`src/rtl/phase_sequencer_pkg.sv`:
```
// Shared constants for the instruction phase sequencer: state encoding,
// phase indices used by the control decoder, and debounce defaults.
package phase_sequencer_pkg;

  localparam int STATE_W = 4;
  typedef logic [STATE_W-1:0] state_t;

  localparam logic [3:0] S_IDLE    = 4'd0;
  localparam logic [3:0] S_P1      = 4'd1;
  localparam logic [3:0] S_P2      = 4'd2;
  localparam logic [3:0] S_P3      = 4'd3;
  localparam logic [3:0] S_WAIT_IN = 4'd4;
  localparam logic [3:0] S_P34     = 4'd5;
  localparam logic [3:0] S_P4      = 4'd6;
  localparam logic [3:0] S_P5      = 4'd7;
  localparam logic [3:0] S_HALTED  = 4'd8;

  localparam int DEBOUNCE_LEN_DEFAULT = 16;

  localparam int NUM_PHASES = 6;
  localparam int PH_P1   = 0;
  localparam int PH_P2   = 1;
  localparam int PH_P3   = 2;
  localparam int PH_P34  = 3;
  localparam int PH_P4   = 4;
  localparam int PH_P5   = 5;

  // Phase strobe vector for a given state; non-phase states give all zeros.
  function automatic logic [NUM_PHASES-1:0] phase_onehot(input state_t st);
    logic [NUM_PHASES-1:0] oh;
    oh = '0;
    case (st)
      S_P1:    oh[PH_P1]  = 1'b1;
      S_P2:    oh[PH_P2]  = 1'b1;
      S_P3:    oh[PH_P3]  = 1'b1;
      S_P34:   oh[PH_P34] = 1'b1;
      S_P4:    oh[PH_P4]  = 1'b1;
      S_P5:    oh[PH_P5]  = 1'b1;
      default: oh = '0;
    endcase
    return oh;
  endfunction

endpackage

```
`src/rtl/phase_sequencer_step_debouncer.sv`:
```
// Synchronizes and debounces the raw step button; emits a one-cycle pulse
// when the accepted level rises.
module step_debouncer
  import phase_sequencer_pkg::*;
#(
  parameter int LEN = DEBOUNCE_LEN_DEFAULT
) (
  input  logic clock,
  input  logic reset,
  input  logic step_i,
  output logic rise_o
);

  localparam int CNT_W = $clog2(LEN + 1);

  logic             sync1_q, sync2_q;
  logic             level_q, level_d;
  logic             rise_q, rise_d;
  logic [CNT_W-1:0] cnt_q, cnt_d;

  // Count consecutive cycles that disagree with the accepted level.
  always_comb begin
    cnt_d   = cnt_q;
    level_d = level_q;
    rise_d  = 1'b0;
    if (sync2_q != level_q) begin
      if (cnt_q == CNT_W'(LEN - 1)) begin
        level_d = sync2_q;
        cnt_d   = '0;
        rise_d  = sync2_q;
      end else begin
        cnt_d = cnt_q + CNT_W'(1);
      end
    end else begin
      cnt_d = '0;
    end
  end

  always_ff @(posedge clock) begin
    if (reset) begin
      sync1_q <= 1'b0;
      sync2_q <= 1'b0;
      level_q <= 1'b0;
      rise_q  <= 1'b0;
      cnt_q   <= '0;
    end else begin
      sync1_q <= step_i;
      sync2_q <= sync1_q;
      level_q <= level_d;
      rise_q  <= rise_d;
      cnt_q   <= cnt_d;
    end
  end

  assign rise_o = rise_q;

endmodule

```
`src/rtl/phase_sequencer.sv`:
```
// Instruction phase ring with run/step gating, IN stall, HALT parking and a
// retired-instruction counter for the debug display.
module phase_sequencer
  import phase_sequencer_pkg::*;
#(
  parameter int DEBOUNCE_LEN = DEBOUNCE_LEN_DEFAULT,
  parameter int COUNT_W      = 16
) (
  input  logic               clock,
  input  logic               reset,
  input  logic               run_en_i,
  input  logic               step_i,
  input  logic               halt_req_i,
  input  logic               io_wait_i,
  input  logic               in_valid_i,
  output logic               in_ack_o,
  output logic               p1_o,
  output logic               p2_o,
  output logic               p3_o,
  output logic               p3to4_o,
  output logic               p4_o,
  output logic               p5_o,
  output logic               halted_o,
  output logic               stalled_o,
  output logic [COUNT_W-1:0] instr_count_o
);

  state_t                  state_q, state_d;
  logic                    pending_q, pending_d;
  logic [COUNT_W-1:0]      count_q, count_d;
  logic [NUM_PHASES-1:0]   phase_q;
  logic                    halted_q, stalled_q;
  logic                    step_rise_s;

  step_debouncer #(.LEN(DEBOUNCE_LEN)) u_step_debouncer (
    .clock  (clock),
    .reset  (reset),
    .step_i (step_i),
    .rise_o (step_rise_s)
  );

  always_comb begin
    state_d = state_q;
    case (state_q)
      S_IDLE:    if (run_en_i || pending_q) state_d = S_P1; else state_d = S_IDLE;
      S_P1:      state_d = S_P2;
      S_P2:      state_d = S_P3;
      S_P3:      if (io_wait_i) state_d = S_WAIT_IN; else state_d = S_P34;
      S_WAIT_IN: if (in_valid_i) state_d = S_P34; else state_d = S_WAIT_IN;
      S_P34:     state_d = S_P4;
      S_P4:      state_d = S_P5;
      S_P5: begin
        if (halt_req_i)    state_d = S_HALTED;
        else if (run_en_i) state_d = S_P1;
        else               state_d = S_IDLE;
      end
      S_HALTED:  if (!run_en_i) state_d = S_IDLE; else state_d = S_HALTED;
      default:   state_d = S_IDLE;
    endcase
  end

  // Step edges only count while idle and not free-running; leaving IDLE consumes them.
  always_comb begin
    pending_d = pending_q;
    if ((state_q == S_IDLE) && (run_en_i || pending_q)) begin
      pending_d = 1'b0;
    end else if (step_rise_s && (state_q == S_IDLE) && !run_en_i) begin
      pending_d = 1'b1;
    end else begin
      pending_d = pending_q;
    end
  end

  always_comb begin
    count_d = count_q;
    if (state_q == S_P5) begin
      count_d = count_q + COUNT_W'(1);
    end else begin
      count_d = count_q;
    end
  end

  // Strobes are registered from the next state so they line up with state_q.
  always_ff @(posedge clock) begin
    if (reset) begin
      state_q   <= S_IDLE;
      pending_q <= 1'b0;
      count_q   <= '0;
      phase_q   <= '0;
      halted_q  <= 1'b0;
      stalled_q <= 1'b0;
    end else begin
      state_q   <= state_d;
      pending_q <= pending_d;
      count_q   <= count_d;
      phase_q   <= phase_onehot(state_d);
      halted_q  <= (state_d == S_HALTED);
      stalled_q <= (state_d == S_WAIT_IN);
    end
  end

  assign in_ack_o      = (state_q == S_WAIT_IN) && in_valid_i;
  assign p1_o          = phase_q[PH_P1];
  assign p2_o          = phase_q[PH_P2];
  assign p3_o          = phase_q[PH_P3];
  assign p3to4_o       = phase_q[PH_P34];
  assign p4_o          = phase_q[PH_P4];
  assign p5_o          = phase_q[PH_P5];
  assign halted_o      = halted_q;
  assign stalled_o     = stalled_q;
  assign instr_count_o = count_q;

endmodule
```
`config.mk`:
```
export PLATFORM = sky130hd
export DESIGN_NAME = phase_sequencer
export DESIGN_NICKNAME = d
export VERILOG_FILES = /design/src/rtl/phase_sequencer_pkg.sv /design/src/rtl/phase_sequencer_step_debouncer.sv /design/src/rtl/phase_sequencer.sv
export SDC_FILE = /design/constraint.sdc
export NUM_CORES = 1
export LEC_CHECK = 0
export BUFFER_PORTS_ARGS = -buffer_cell sky130_fd_sc_hd__buf_4
export CORE_ASPECT_RATIO = 1.5
export CORE_MARGIN = 4
export CORE_UTILIZATION = 45
export CTS_CLUSTER_SIZE = 28
export DETAILED_ROUTE_END_ITERATION = 10
export PLACE_DENSITY_LB_ADDON = 0.3
export SLEW_MARGIN = 20
export SYNTH_ARGS = -nofsm -noshare
export SYNTH_HDL_FRONTEND = slang
export SYNTH_SLANG_ARGS = --single-unit
export TNS_END_PERCENT = 1
```
`constraint.sdc`:
```
create_clock -name clock -period 2.8 [get_ports clock]
set_clock_uncertainty 0.05 [all_clocks]
set_input_delay 0.14 -clock clock [delete_from_list [all_inputs] [get_ports clock]]
set_output_delay 0.14 -clock clock [all_outputs]
set_load 0.05 [all_outputs]
```
==> results.yml <==
timing:
  setup-tns-final_ps: 0
  final-setup-viol-count: 0
  max_freq_mhz: 526.8
  rsz0062_at_grt: "no"
  worstMarginPinSlew_ps: 433.0
  finalCriticalPeriod_ps: 1898
  max-slew-margin-rel_pct: 70.87
  slew_viol_final: 0
  hold_violations: 0
  period_share_pct: 67.80
flow_run:
  drv_cap: 0
routing:
  drt_iter0_markers: 27
  drc: 0
  first_pass_iters: 4
  wl_met3_um: 124
  ant_nets: 0
  viasPerCell: 5.298
  wire_per_inst_um: 12.81
  wl_um: 3048
  wl_met1_um: 1190
  wl_met2_um: 1649
  vias: 1261
  top_layer: "met4"
worst_setup_path:
  r2r_slack_ps: 900
  rr_endpoint: "instr_count_o[15]"
  crit_type: "reg -> reg"
  critPathCaptureType: "register"
  rr_worst_depth: 4
  worstSetupStartpointType: "register"
  cp-endpoint: "instr_count_o[15]"
  worstPathMaxFanout: 9
  r2r_start: "state_q[0]"
  arrival_ps: 2070
  worstPathRequired_ps: 2970
  crit_start: "state_q[0]"
clock_tree:
  cts_sinks: 38
  cts_hold_buf: 0
  postCtsSetupBuffers: 0
  path_clk_slew_ps: 70
  cts.path.max_buffers: 2
  cts_tree: "built"
  cts_resized: 0
  root_buffer: "clkbuf_8"
  cts_buffers: 5
  clock_latency_ps: 280
  h-tree-depth: 2
floorplanning:
  die_area_um2: 4492
  die_x_um: 56.08
  die_height_um: 80.12
  std_cell_rows: 25
  io_pins: 32
  core-area_um2: 3253
  start_util_pct: 47.96
final_layout:
  n_antenna_cell: 0
  layout_commonest_cell: "dfxtp_1"
  synthToLayoutAreaGrowth_pct: 21.41
  drive_gt1_share_pct: 23.23
  finalNonFillerCells: 238
  layout_common_cells: "dfxtp_1, buf_4, nor2_1, nor3_1, xnor2_1"
  fin_nets: 207
grt:
  grt_pass1_wl_um: 5264
  grt_remaining_overflow: 0
  grt_pass1_vias: 1219
  grt_max_degree: 29
  grtUsageTotal_pct: 14.96
  grt_antenna_before_repair: 0
outcome:
  status: "finished, final reports clean"
synth:
  syn_inst: 167
  syn_area_um2: 1560
  ys_ff_latch: 38
  yosysWarnings: 0
  yosysSeqAreaShare_pct: 48.76
  netlist_top_cells_area: "dfxtp_1, nor2_1, xnor2_1"
  synth_nets: 177
  yosysUniqueCellTypes: 37
  synth_top_area_cell: "dfxtp_1"
  synth_top_area_share_pct: 48.76
  synth.avg_cell_area_um2: 9.343
power:
  peakVddDrop_uv: 468.5
  p_leak_nw: 0.7491
  p_per_area_nw_per_um2: 583.2
placement:
  place_inst: 230
  gp_congestion: 0.9424
  dpl.hpwl_um: 2345
  port_buffers: 31
worst_hold_path:
  hp-class: "in -> reg"
-- metal layers --
metal / track usage, % / vias up
li1: - / 636
met3: 3.859 / 7
met5: 0 / -
met2: 26.81 / 22
met1: 14.61 / 596
met4: 10.93 / 0
-- state kept, by name, indices dropped and copies added (netlist names) --
name	flops
instr_count_o	16
phase_q	6
u_step_debouncer.cnt_q	5
state_q	4
halted_o	1
pending_q	1
stalled_o	1
u_step_debouncer.level_q	1
u_step_debouncer.rise_o	1
u_step_debouncer.sync1_q	1
u_step_debouncer.sync2_q	1
-- through the flow --
stage | area, µm² | hold WS [ps] | util [%] | total power [mW] | setup slack (ps)
after floorplan | 1560 | 218.2 | - | 0.7098 | 552.9
after global placement | 1803 | 308.6 | 55.42 | 0.7384 | 982.9
after detailed placement | 1803 | 313.4 | 55.42 | 0.7438 | 922.7
after CTS | 1894 | 13.41 | 58.23 | 1.118 | 914.8
after global routing | 1894 | 64.02 | 58.23 | 1.156 | 785.3
final | 1894 | 18.79 | 58.23 | 1.105 | 901.6
-- report_power, final --
| part | switching, mW | internal (mW) | leakage [nW] |
|---|---|---|---|
| sequential | 0.0251 | 0.561 | 0.307 |
| combinational | 0.0947 | 0.0509 | 0.394 |
| clock | 0.175 | 0.198 | 0.0482 |
-- Yosys cell counts --
cell type  number
ha_1            3
a32oi_1         1
nor2_1         24
nand4_4         1
nand3b_1        3
clkbuf_1        3
nand2b_1        1
o21ai_0         5
or3_4           1
o211ai_1        1
buf_2           2
xor2_1          6
nand2_1         9
and4b_1         2
nand4_1         3
or3_1           3
dfxtp_1        38
or4_1           1
nand3_1         7
nor2b_1         2
or4_2           1
o31ai_1         1
inv_1           5
buf_4           2
mux2i_1         1
nor4bb_1        1
nand4b_1        1
or3_2           1
a21oi_1         6
buf_1           1
nor3_1         10
or2_2           1
nand4b_4        1
and3_1          1
xnor2_1        10
nor4_1          6
or3b_2          2
-- kinds of logic (layout without fill, tap and decap cells) --
group | count (synthesis) | in the layout | share of synthesized area [%]
xor+xnor | 16 | 16 | 8.981
mux | 1 | 1 | 0.6416
buf+inv | 13 | 44 | 3.769
compound gates | 14 | 14 | 5.052
simple gates | 82 | 82 | 30.39
flops | 38 | 38 | 48.76
fa+ha+maj | 3 | 3 | 2.406
-- how the worst min path moves through the flow --
stage	start	to	slack [ps]	cells after the start
finish	step_i	u_step_debouncer.sync1_q	20	2
global route	step_i	u_step_debouncer.sync1_q	60	2
CTS	step_i	u_step_debouncer.sync1_q	10	2
detailed placement	step_i	u_step_debouncer.sync1_q	310	2
global placement	step_i	u_step_debouncer.sync1_q	310	2
floorplan	step_i	u_step_debouncer.sync1_q	220	1
-- area by class of cell --
class,count,area (µm²)
repair buffers,31,232.7
inverters,5,18.77
clock buffers,7,86.33
clock inverters,1,5.005
multi-input cells,116,740.7
well taps,40,50.05
fillers,333,1359
flip-flops and latches,38,760.7
-- critical path, cell delays in order (launching register included) --
cell	delay (ps)
dfxtp_1	530
nand4b_4	200
or2_2	380
or4_1	530
a21oi_1	150
No activity file was read; power rests on OpenSTA's default activity.
